===== src/rtl/mem_port_arbiter.sv =====
// Arbitrates the single-ported unified memory between instruction fetch and the
// data stage. Each access runs over a req/ack bus and has a watchdog timeout.
module mem_port_arbiter #(
    parameter int ADDR_W  = 32,
    parameter int DATA_W  = 32,
    parameter int TIMEOUT = 16
) (
    input  logic              clk,
    input  logic              rst_n,
    input  logic              i_if_req,
    input  logic [ADDR_W-1:0] i_if_addr,
    output logic [DATA_W-1:0] o_if_rdata,
    output logic              o_if_ready,
    output logic              o_if_err,
    input  logic              i_d_read,
    input  logic              i_d_write,
    input  logic [ADDR_W-1:0] i_d_addr,
    input  logic [DATA_W-1:0] i_d_wdata,
    output logic [DATA_W-1:0] o_d_rdata,
    output logic              o_d_ready,
    output logic              o_d_err,
    output logic              o_mem_req,
    output logic              o_mem_we,
    output logic [ADDR_W-1:0] o_mem_addr,
    output logic [DATA_W-1:0] o_mem_wdata,
    input  logic [DATA_W-1:0] i_mem_rdata,
    input  logic              i_mem_ack,
    output logic              o_stall
);

    localparam int CNT_W = $clog2(TIMEOUT + 1);

    typedef enum logic [1:0] {S_IDLE, S_BUSY, S_RESP} state_t;

    state_t             r_state;
    state_t             w_state_next;
    logic               r_owner;        // 0 = fetch, 1 = data
    logic [CNT_W-1:0]   r_cnt;
    logic               r_err;
    logic               r_mem_we;
    logic [ADDR_W-1:0]  r_mem_addr;
    logic [DATA_W-1:0]  r_mem_wdata;
    logic [DATA_W-1:0]  r_if_rdata;
    logic [DATA_W-1:0]  r_d_rdata;

    logic w_d_any;
    logic w_timeout;

    assign w_d_any   = i_d_read | i_d_write;
    assign w_timeout = (r_cnt == CNT_W'(TIMEOUT));

    always_ff @(posedge clk or negedge rst_n) begin
        if (!rst_n) begin
            r_state <= S_IDLE;
        end else begin
            r_state <= w_state_next;
        end
    end

    always_comb begin
        w_state_next = r_state;
        case (r_state)
            S_IDLE:  if (w_d_any || i_if_req) w_state_next = S_BUSY;
            S_BUSY:  if (i_mem_ack || w_timeout) w_state_next = S_RESP;
            S_RESP:  w_state_next = S_IDLE;
            default: w_state_next = S_IDLE;
        endcase
    end

    always_comb begin
        o_mem_req  = 1'b0;
        o_if_ready = 1'b0;
        o_d_ready  = 1'b0;
        o_if_err   = 1'b0;
        o_d_err    = 1'b0;
        case (r_state)
            S_BUSY: o_mem_req = 1'b1;
            S_RESP: begin
                o_if_ready = ~r_owner;
                o_d_ready  = r_owner;
                o_if_err   = ~r_owner & r_err;
                o_d_err    = r_owner & r_err;
            end
            default: ;
        endcase
    end

    // Data wins arbitration: it belongs to the older instruction in the pipeline.
    always_ff @(posedge clk or negedge rst_n) begin
        if (!rst_n) begin
            r_owner     <= 1'b0;
            r_cnt       <= '0;
            r_err       <= 1'b0;
            r_mem_we    <= 1'b0;
            r_mem_addr  <= '0;
            r_mem_wdata <= '0;
            r_if_rdata  <= '0;
            r_d_rdata   <= '0;
        end else begin
            case (r_state)
                S_IDLE: begin
                    if (w_d_any) begin
                        r_owner     <= 1'b1;
                        r_mem_we    <= i_d_write;
                        r_mem_addr  <= i_d_addr;
                        r_mem_wdata <= i_d_wdata;
                        r_cnt       <= CNT_W'(1);
                    end else if (i_if_req) begin
                        r_owner    <= 1'b0;
                        r_mem_we   <= 1'b0;
                        r_mem_addr <= i_if_addr;
                        r_cnt      <= CNT_W'(1);
                    end
                end
                S_BUSY: begin
                    if (i_mem_ack) begin
                        r_err <= 1'b0;
                        if (!r_mem_we) begin
                            if (r_owner) r_d_rdata  <= i_mem_rdata;
                            else         r_if_rdata <= i_mem_rdata;
                        end
                    end else if (w_timeout) begin
                        r_err <= 1'b1;
                        if (!r_mem_we) begin
                            if (r_owner) r_d_rdata  <= '0;
                            else         r_if_rdata <= '0;
                        end
                    end else begin
                        r_cnt <= r_cnt + CNT_W'(1);
                    end
                end
                default: ;
            endcase
        end
    end

    assign o_mem_we    = r_mem_we;
    assign o_mem_addr  = r_mem_addr;
    assign o_mem_wdata = r_mem_wdata;
    assign o_if_rdata  = r_if_rdata;
    assign o_d_rdata   = r_d_rdata;
    assign o_stall     = (i_if_req & ~o_if_ready) | (w_d_any & ~o_d_ready);

endmodule


===== config.mk =====
export PLATFORM = sky130hd
export DESIGN_NAME = mem_port_arbiter
export DESIGN_NICKNAME = d
export VERILOG_FILES = /design/src/rtl/mem_port_arbiter.sv
export SDC_FILE = /design/constraint.sdc
export NUM_CORES = 1
export LEC_CHECK = 0
export BUFFER_PORTS_ARGS = -buffer_cell sky130_fd_sc_hd__buf_4
export CORE_MARGIN = 2
export CORE_UTILIZATION = 46
export CTS_CLUSTER_DIAMETER = 150
export CTS_CLUSTER_SIZE = 28
export DETAILED_ROUTE_END_ITERATION = 16
export PLACE_DENSITY = 0.8
export SLEW_MARGIN = 10
export SYNTH_ARGS = -nofsm -noshare
export SYNTH_HDL_FRONTEND = slang
export SYNTH_SLANG_ARGS = --single-unit

===== constraint.sdc =====
create_clock -name clk -period 2 [get_ports clk]
set_clock_uncertainty 0.2 [all_clocks]
set_input_delay 0.5 -clock clk [delete_from_list [all_inputs] [get_ports clk]]
set_output_delay 0.5 -clock clk [all_outputs]
set_load 0.005 [all_outputs]

==> results of run 1 <==
cell families after synthesis:
| group | synth area share |
|---|---|
| AO/OA/AOI/OAI | 0.109 |
| adder cells (fa/ha/maj) | 0.00447 |
| buffers and inverters | 0.0293 |
| flip-flops | 0.616 |
| multiplexers | 0.121 |
| AND/OR/NAND/NOR | 0.120 |
worst max-delay path: cells and delay by family (launching register included):
family / cells / cell delay, ps
simple gates: 2 / 480
flops: 1 / 440
buf+inv: 1 / 100
stage by stage:
stage | total power [W] | instance area (µm²) | worst slack, ps | utilization
3_3_place_gp | 0.00969 | 7940 | 41.7 | 0.664
3_5_place_dp | 0.00993 | 7940 | 31.0 | 0.664
6_report | 0.0136 | 8800 | -130 | 0.736
5_1_grt | 0.0144 | 8800 | -172 | 0.736
4_1_cts | 0.0135 | 8650 | -124 | 0.723
2_1_floorplan | 0.00682 | 5600 | 165 | -
Yosys cell counts, types with 2 or more instances:
| cell | instances | area share |
|---|---|---|
| a21oi_1 | 3 | 0.0027 |
| and2_1 | 2 | 0.0022 |
| buf_2 | 20 | 0.018 |
| clkbuf_1 | 6 | 0.0040 |
| clkbuf_2 | 3 | 0.0027 |
| dfrtp_1 | 138 | 0.62 |
| ha_1 | 2 | 0.0045 |
| inv_1 | 6 | 0.0040 |
| mux2_2 | 32 | 0.064 |
| mux2i_1 | 32 | 0.057 |
| nand2_1 | 134 | 0.090 |
| nand3_1 | 7 | 0.0063 |
| nor2_1 | 4 | 0.0027 |
| nor3_1 | 3 | 0.0027 |
| nor3b_1 | 2 | 0.0027 |
| o21ai_0 | 95 | 0.085 |
| o21ai_1 | 4 | 0.0036 |
| o21ai_2 | 2 | 0.0031 |
flip-flops by register name (all words and copies together) (netlist names), 2 cells and up:
name / count
o_d_rdata: 32
o_if_rdata: 32
o_mem_wdata: 32
o_mem_addr: 32
r_state: 2
r_cnt: 5
power by group:
part | leakage [nW] | internal [W] | switching [W]
sequential | 1.73 | 0.00416 | 0.000812
clock | 0.317 | 0.00232 | 0.00118
combinational | 2.35 | 0.00288 | 0.00222
timing repair:
action / in CTS / in global routing
hold endpoints to repair: 32 / 0
cloned: 0 / 4
gates resized for setup: 8 / 10
setup endpoints to repair: 6 / 27
hold buffers: 1 / 0
pin swaps: 2 / 1
setup buffers: 1 / 4
per-layer routing:
layer / global-route usage / vias to the layer above
li1: - / 2306
met1: 0.298 / 2395
met2: 0.425 / 207
met3: 0.0688 / 27
met4: 0.0919 / 0
met5: 0 / -
cell type report:
cell class	count	area, µm²
sequential	138	3450
inverter	7	28.8
clock inverter	10	188
fill	800	3160
multi-input combinational	336	2020
clock buffer	22	474
timing repair buffer	300	2450
tap	147	184
final timing paths:
check / cells past startpoint / endpoint / startpoint
worst max-delay path: 3 / o_d_err / r_state[0]
worst min-delay path: 2 / o_mem_wdata[30] / i_d_wdata[30]
worst max register to register: 7 / o_d_rdata[21] / r_cnt[1]
worst min register to register: 2 / o_mem_addr[25] / o_mem_addr[25]
max in group asynchronous: 3 / o_mem_wdata[22] / rst_n
min in group asynchronous: 2 / o_d_rdata[19] / rst_n
==> metrics.txt, run 1 <==
number of synthesized flops with an enable pin=0; 1st-iter DRT viols=approximately 360; port bufs=between 200 and 300; Seq/Total Area, Yosys=0.616; Syn-to-layout area delta=57.0%; Post-synth ARST share=1.00; I/O pin cnt=about 270; CTS tree=done; top sig layer=met4; GRT Total Usage=0.247; Pre-antenna DRT Iters=4; period utilization=1.06; RSZ-0062 raised after global routing=true; Final Max Slew Viols=0; commonest non-fill, non-tap cell in the layout=buf_4; Layout Cells excl Fill=between 900 and 1000; critical path cell sequence=and3b_2 -> and2_1 -> buf_4; f_max=approximately 470 MHz; Tightest Pin Transition=~410 ps; max_cap viols=0; fin crit period=between 2000 and 2500 ps; most frequent cells in the layout=buf_4 (281), dfrtp_1 (137), nand2_1 (133); CTS Sinks=138; met3 WL=roughly 1100 µm; detailed placement HPWL=11700 µm; Die Area=between 10000 and 15000 µm²; critical path type=flop to primary output; setup tns final=-400 ps; crit start category=flop; initial antenna violation count=0; status=complete, but fails checks; worst stage delay on the critical path=440 ps; Clock Path Buffers=2; Slew Limit Headroom=0.726; setup slack after layout=-130 ps; Crit. End Element=primary output; Routed Antenna Nets=0; initial core utilization=0.468; met2 WL=~8600 µm; syn_nets=~650; Reg clk slew, reported paths=~60 ps; core box area=roughly 12000 µm²; Final setup violation count=4; CTS buffer count=17; PD cells=between 1500 and 2000 nW/µm²; critical path arrival=roughly 1400 ps; final RePlAce weighted congestion=0.825; htree depth=4; Post-Synthesis Cells=510; routed wire length=~16000 µm; HP Class=primary input to flop; num rows=40; WL met1=between 6000 and 7000 µm; Avg WL per Cell=roughly 17 µm; Cell Area, Synth=approximately 5600 µm²; final hold slack=122 ps; drt drc=0; syn_area_per_cell=around 11 µm²; R2R setup slack=70 ps; global route overflow=0; first-pass GRT wire length=between 20000 and 25000 µm; die width=around 110 µm; Synth Register Bits=~140; CP max stage cell=dfrtp_2; nets=~940; Leak=4.40 nW; failing checks=setup timing; Placed Cells incl. Taps=918; pin count of the biggest net entering global routing=66; Primary FF master, synth=dfrtp_1; vias in the first global route=4886; Clk Latency, worst-skew pair=approximately 400 ps; Unique masters post-synth=33; fraction of layout cells with a size suffix above 1=0.465; WP data required=about 1300 ps; crit-path max FO=5; maximum vdd drop=0.000740 V; Hold Fails Final Rpt=0; total number of vias=about 4900; YS warnings=0; Clk Tree Root Cell=clkbuf_16; ant diodes=0; Die H=114 µm; Via-to-Cell Ratio=slightly above 5
No activity file was read; power rests on OpenSTA's default activity.
==> run 2: changes to the inputs <==
--- a/config.mk
+++ b/config.mk
@@ -16,3 +16,4 @@
 export SYNTH_ARGS = -nofsm -noshare
 export SYNTH_HDL_FRONTEND = slang
 export SYNTH_SLANG_ARGS = --single-unit
+export TNS_END_PERCENT = 30
==> metrics.txt, run 2 (same netlist as run 1, synthesis figures left out) <==
M2 GR Usage=0.425; first-pass GRT wire length=between 20000 and 25000 µm; crit start category=flop; Via-to-Cell Ratio=5.08; setup slack after layout=-121 ps; Tightest Pin Transition=412 ps; drt drc=0; global route overflow=0; Crit. End Element=primary output; Syn-to-layout area delta=55.3%; Slew Limit Headroom=0.725; Die H=around 110 µm; register area=3450 µm²; total number of vias=4844; Die Area=roughly 13000 µm²; most frequent cells in the layout=buf_4 (280), dfrtp_1 (137), nand2_1 (133); Leak=4.35 nW; Final Max Slew Viols=0; routed wire length=about 16000 µm; core box area=12000 µm²; Post-Place Worst Slack=approximately 31 ps; fraction of layout cells with a size suffix above 1=0.462; multi-input logic area=a little over 2000 µm²; ant diodes=0; Clk Tree Root Cell=clkbuf_16; initial core utilization=0.468; commonest non-fill, non-tap cell in the layout=buf_4; PD cells=between 1500 and 2000 nW/µm²; final core utilization=0.728; num rows=40; htree depth=4; Pre-antenna DRT Iters=4; Clock Path Buffers=2; CTS tree=done; WP data required=between 1000 and 1500 ps; critical path type=flop to primary output; critical path arrival=about 1400 ps; fin crit period=2120 ps; final hold slack=123 ps; f_max=about 470 MHz; Hold Fails Final Rpt=0; Placed Instance Area=between 7000 and 8000 µm²; Reg clk slew, reported paths=roughly 60 ps; max_cap viols=0; Top Usage Layer GRT=met2; CTS buffer count=17; I/O pin cnt=between 200 and 300; GRT met1 Usage=0.298; final RePlAce weighted congestion=between 0.8 and 0.9; 1st-iter DRT viols=307; nets=just over 900; GR Util met3=0.0688; fillers=814; die width=about 110 µm; maximum vdd drop=~0.00074 V; CTS Sinks=roughly 140; RSZ-0062 raised after global routing=true; status=complete, but fails checks; Avg WL per Cell=approximately 17 µm; pin count of the biggest net entering global routing=66; failing checks=setup timing; crit-path max FO=5; detailed placement HPWL=11700 µm; Final setup violation count=5; setup tns final=-404 ps; Clk Latency, worst-skew pair=roughly 400 ps; fin area=about 8700 µm²; Routed Antenna Nets=0; GRT Total Usage=0.247; HP Class=primary input to flop; initial antenna violation count=0; port bufs=268; vias in the first global route=4883; period utilization=1.06
==> run 2: final cells by class <==
type                       count  area share
sequential                   138       0.397
clock buffer                  22      0.0545
clock inverter                10      0.0216
inverter                       7     0.00331
timing repair buffer         294       0.271
multi-input combinational    336       0.232
tap                          147      0.0211
==> run 2: worst paths after layout <==
kind                                   end            from  cells after the start  slack [ps]
max                                o_d_err      r_state[0]                      3        -120
min                        o_mem_wdata[30]   i_d_wdata[30]                      2         120
max reg2reg                   o_d_rdata[3]        r_cnt[0]                      7          80
min reg2reg                 o_mem_addr[25]  o_mem_addr[25]                      2         280
max in group asynchronous  o_mem_wdata[22]           rst_n                      3         690
min in group asynchronous    o_d_rdata[19]           rst_n                      2         380
==> run 2: where the power goes <==
part / switching (W) / leakage, nW / internal [W]
clock network: 0.00116 / 0.317 / 0.00232
registers: 0.000813 / 1.73 / 0.00416
logic: 0.00219 / 2.30 / 0.00282
total: 0.00417 / 4.35 / 0.00929
==> run 2: repair_timing <==
action | CTS | global route
resized for setup | 7 | 7
gates cloned | 0 | 2
pin swaps | 2 | 0
hold buffers | 1 | 0
setup buffers | 1 | 0
endpoints found under the hold margin | 32 | 0
endpoints found under the setup margin | 6 | 27
==> run 2: metal layers <==
metal,part of all wire,wire length [µm]
met5,0,0
met4,0.024,380
met3,0.068,1080
met2,0.52,8380
met1,0.39,6200
==> run 2: critical path, cell delays in order (launching register included) <==
cell,delay [ps]
dfrtp_2,440
and3b_2,330
and2_1,150
buf_4,100
==> run 2: stage by stage <==
stage	total power, W	std cells
6_report	0.0135	954
5_1_grt	0.0143	954
4_1_cts	0.0135	952
3_5_place_dp	0.00993	918
3_3_place_gp	0.00969	918
2_1_floorplan	0.00682	510
==> run 3: changes to the inputs <==
--- a/config.mk
+++ b/config.mk
@@ -6,6 +6,7 @@
 export NUM_CORES = 1
 export LEC_CHECK = 0
 export BUFFER_PORTS_ARGS = -buffer_cell sky130_fd_sc_hd__buf_4
+export CORE_ASPECT_RATIO = 1.2
 export CORE_MARGIN = 2
 export CORE_UTILIZATION = 46
 export CTS_CLUSTER_DIAMETER = 150
==> metrics.txt, run 3 (same netlist as run 1, synthesis figures left out) <==
status=complete, but fails checks; failing checks=setup timing; fraction of layout cells with a size suffix above 1=0.458; GRT Total Usage=0.247; HP Class=primary input to flop; num rows=44; maximum vdd drop=a little over 0.0007 V; global route overflow=0; setup tns final=-189 ps; max_cap viols=0; Reg clk slew, reported paths=roughly 70 ps; CTS Sinks=138; Worst Path Buf+Inv=1; Routed Antenna Nets=0; Crit path max-delay family=simple AND/OR/NAND/NOR gates; WP data required=1300 ps; initial core utilization=0.467; Slew Limit Headroom=0.657; critical path cell sequence=nor3b_2 -> and2_1 -> buf_4; final RePlAce weighted congestion=~0.85; origin of the critical flop-to-flop path=r_cnt[0]; crit start category=flop; detailed placement HPWL=12000 µm; Tightest Pin Transition=513 ps; 1st-iter DRT viols=between 200 and 250; first-pass GRT wire length=25100 µm; worst stage delay on the critical path=420 ps; Crit. Startpoint=r_state[0]; Leak=around 4.3 nW; Hold Fails Final Rpt=0; most frequent cells in the layout=buf_4 (274), dfrtp_1 (138), nand2_1 (131); CTS tree=done; critical path arrival=approximately 1400 ps; period utilization=1.03; port bufs=roughly 270; Placed Instance Area=roughly 7900 µm²; Pre-antenna DRT Iters=4; fin crit period=between 2000 and 2500 ps; vias in the first global route=between 4000 and 5000; hold path start=i_d_wdata[18]; fin area=roughly 8500 µm²; fillers=roughly 870; core box area=approximately 12000 µm²; pin count of the biggest net entering global routing=between 60 and 70; drt drc=0; total number of vias=4858; routed wire length=between 15000 and 20000 µm; Clk Tree Root Cell=clkbuf_16; Via-to-Cell Ratio=about 5; CP max stage cell=dfrtp_1; nets=around 920; setup slack after layout=-59.6 ps; die width=approximately 100 µm; ant diodes=0; Die H=about 120 µm; I/O pin cnt=~270; RSZ-0062 raised after global routing=true; Clock Path Buffers=2; htree depth=4; critical path type=flop to primary output; Crit. End Element=primary output; final core utilization=0.711; crit-path max FO=5; commonest non-fill, non-tap cell in the layout=buf_4; CTS buffer count=17; PD cells=about 1500 nW/µm²; Avg WL per Cell=approximately 17 µm; initial antenna violation count=0; Syn-to-layout area delta=52.4%; f_max=approximately 500 MHz; Die Area=around 13000 µm²; Final Max Slew Viols=0; Final setup violation count=4; Clk Latency, worst-skew pair=about 400 ps; final hold slack=approximately 120 ps
run 3: final timing paths:
check,end,slack [ps],depth (start not counted)
worst min register to register,o_mem_addr[24],280,2
worst min-delay path,o_mem_wdata[18],120,2
worst max-delay path,o_if_err,-60,3
max in group asynchronous,o_d_rdata[23],660,3
min in group asynchronous,o_d_rdata[28],370,2
worst max register to register,o_d_rdata[18],80,7
run 3: report_power, final:
part	internal (W)	switching [W]	leakage, nW
logic	0.00275	0.00218	2.25
clock network	0.00178	0.00125	0.269
registers	0.00415	0.000828	1.73
run 3: worst reg2reg max path, delay by kind of cell (launching register included):
| family | cells | cell delay [ps] |
|---|---|---|
| compound gates | 2 | 310 |
| fa+ha+maj | 1 | 220 |
| buf+inv | 2 | 360 |
| flops | 1 | 400 |
| simple gates | 2 | 360 |
run 3: area by class of cell:
cell class / count / area (µm²) / share of cell area
Multi-Input combinational cell: 336 / 2010 / 0.236
Clock buffer: 19 / 443 / 0.0519
Inverter: 7 / 31.3 / 0.00366
Clock inverter: 13 / 130 / 0.0152
Timing Repair Buffer: 287 / 2260 / 0.265
Tap cell: 161 / 201 / 0.0236
Sequential cell: 138 / 3450 / 0.405
run 3: metal layers:
| metal | vias to the layer above | part of all wire | global-route usage |
|---|---|---|---|
| met1 | 2304 | 0.37 | 0.280 |
| met4 | 0 | 0.025 | 0.0980 |
| met5 | - | 0 | 0 |
| met2 | 239 | 0.51 | 0.425 |
| li1 | 2288 | - | - |
| met3 | 27 | 0.094 | 0.0837 |
run 3: repair_timing:
action,4_1_cts,5_1_grt
setup endpoints to repair,5,14
hold buffers,1,0
setup buffers,1,1
gates cloned,0,0
hold endpoints to repair,33,0
pin swaps,4,1
gates resized for setup,6,12
run 3: metrics by stage:
stage / power (W) / std cells / setup WS, ps
final: 0.0129 / 961 / -59.6
after floorplan: 0.00682 / 510 / 165
after CTS: 0.0130 / 960 / -66.7
after detailed placement: 0.00992 / 926 / 36.2
after global routing: 0.0137 / 961 / -102
after global placement: 0.00967 / 926 / 53.3
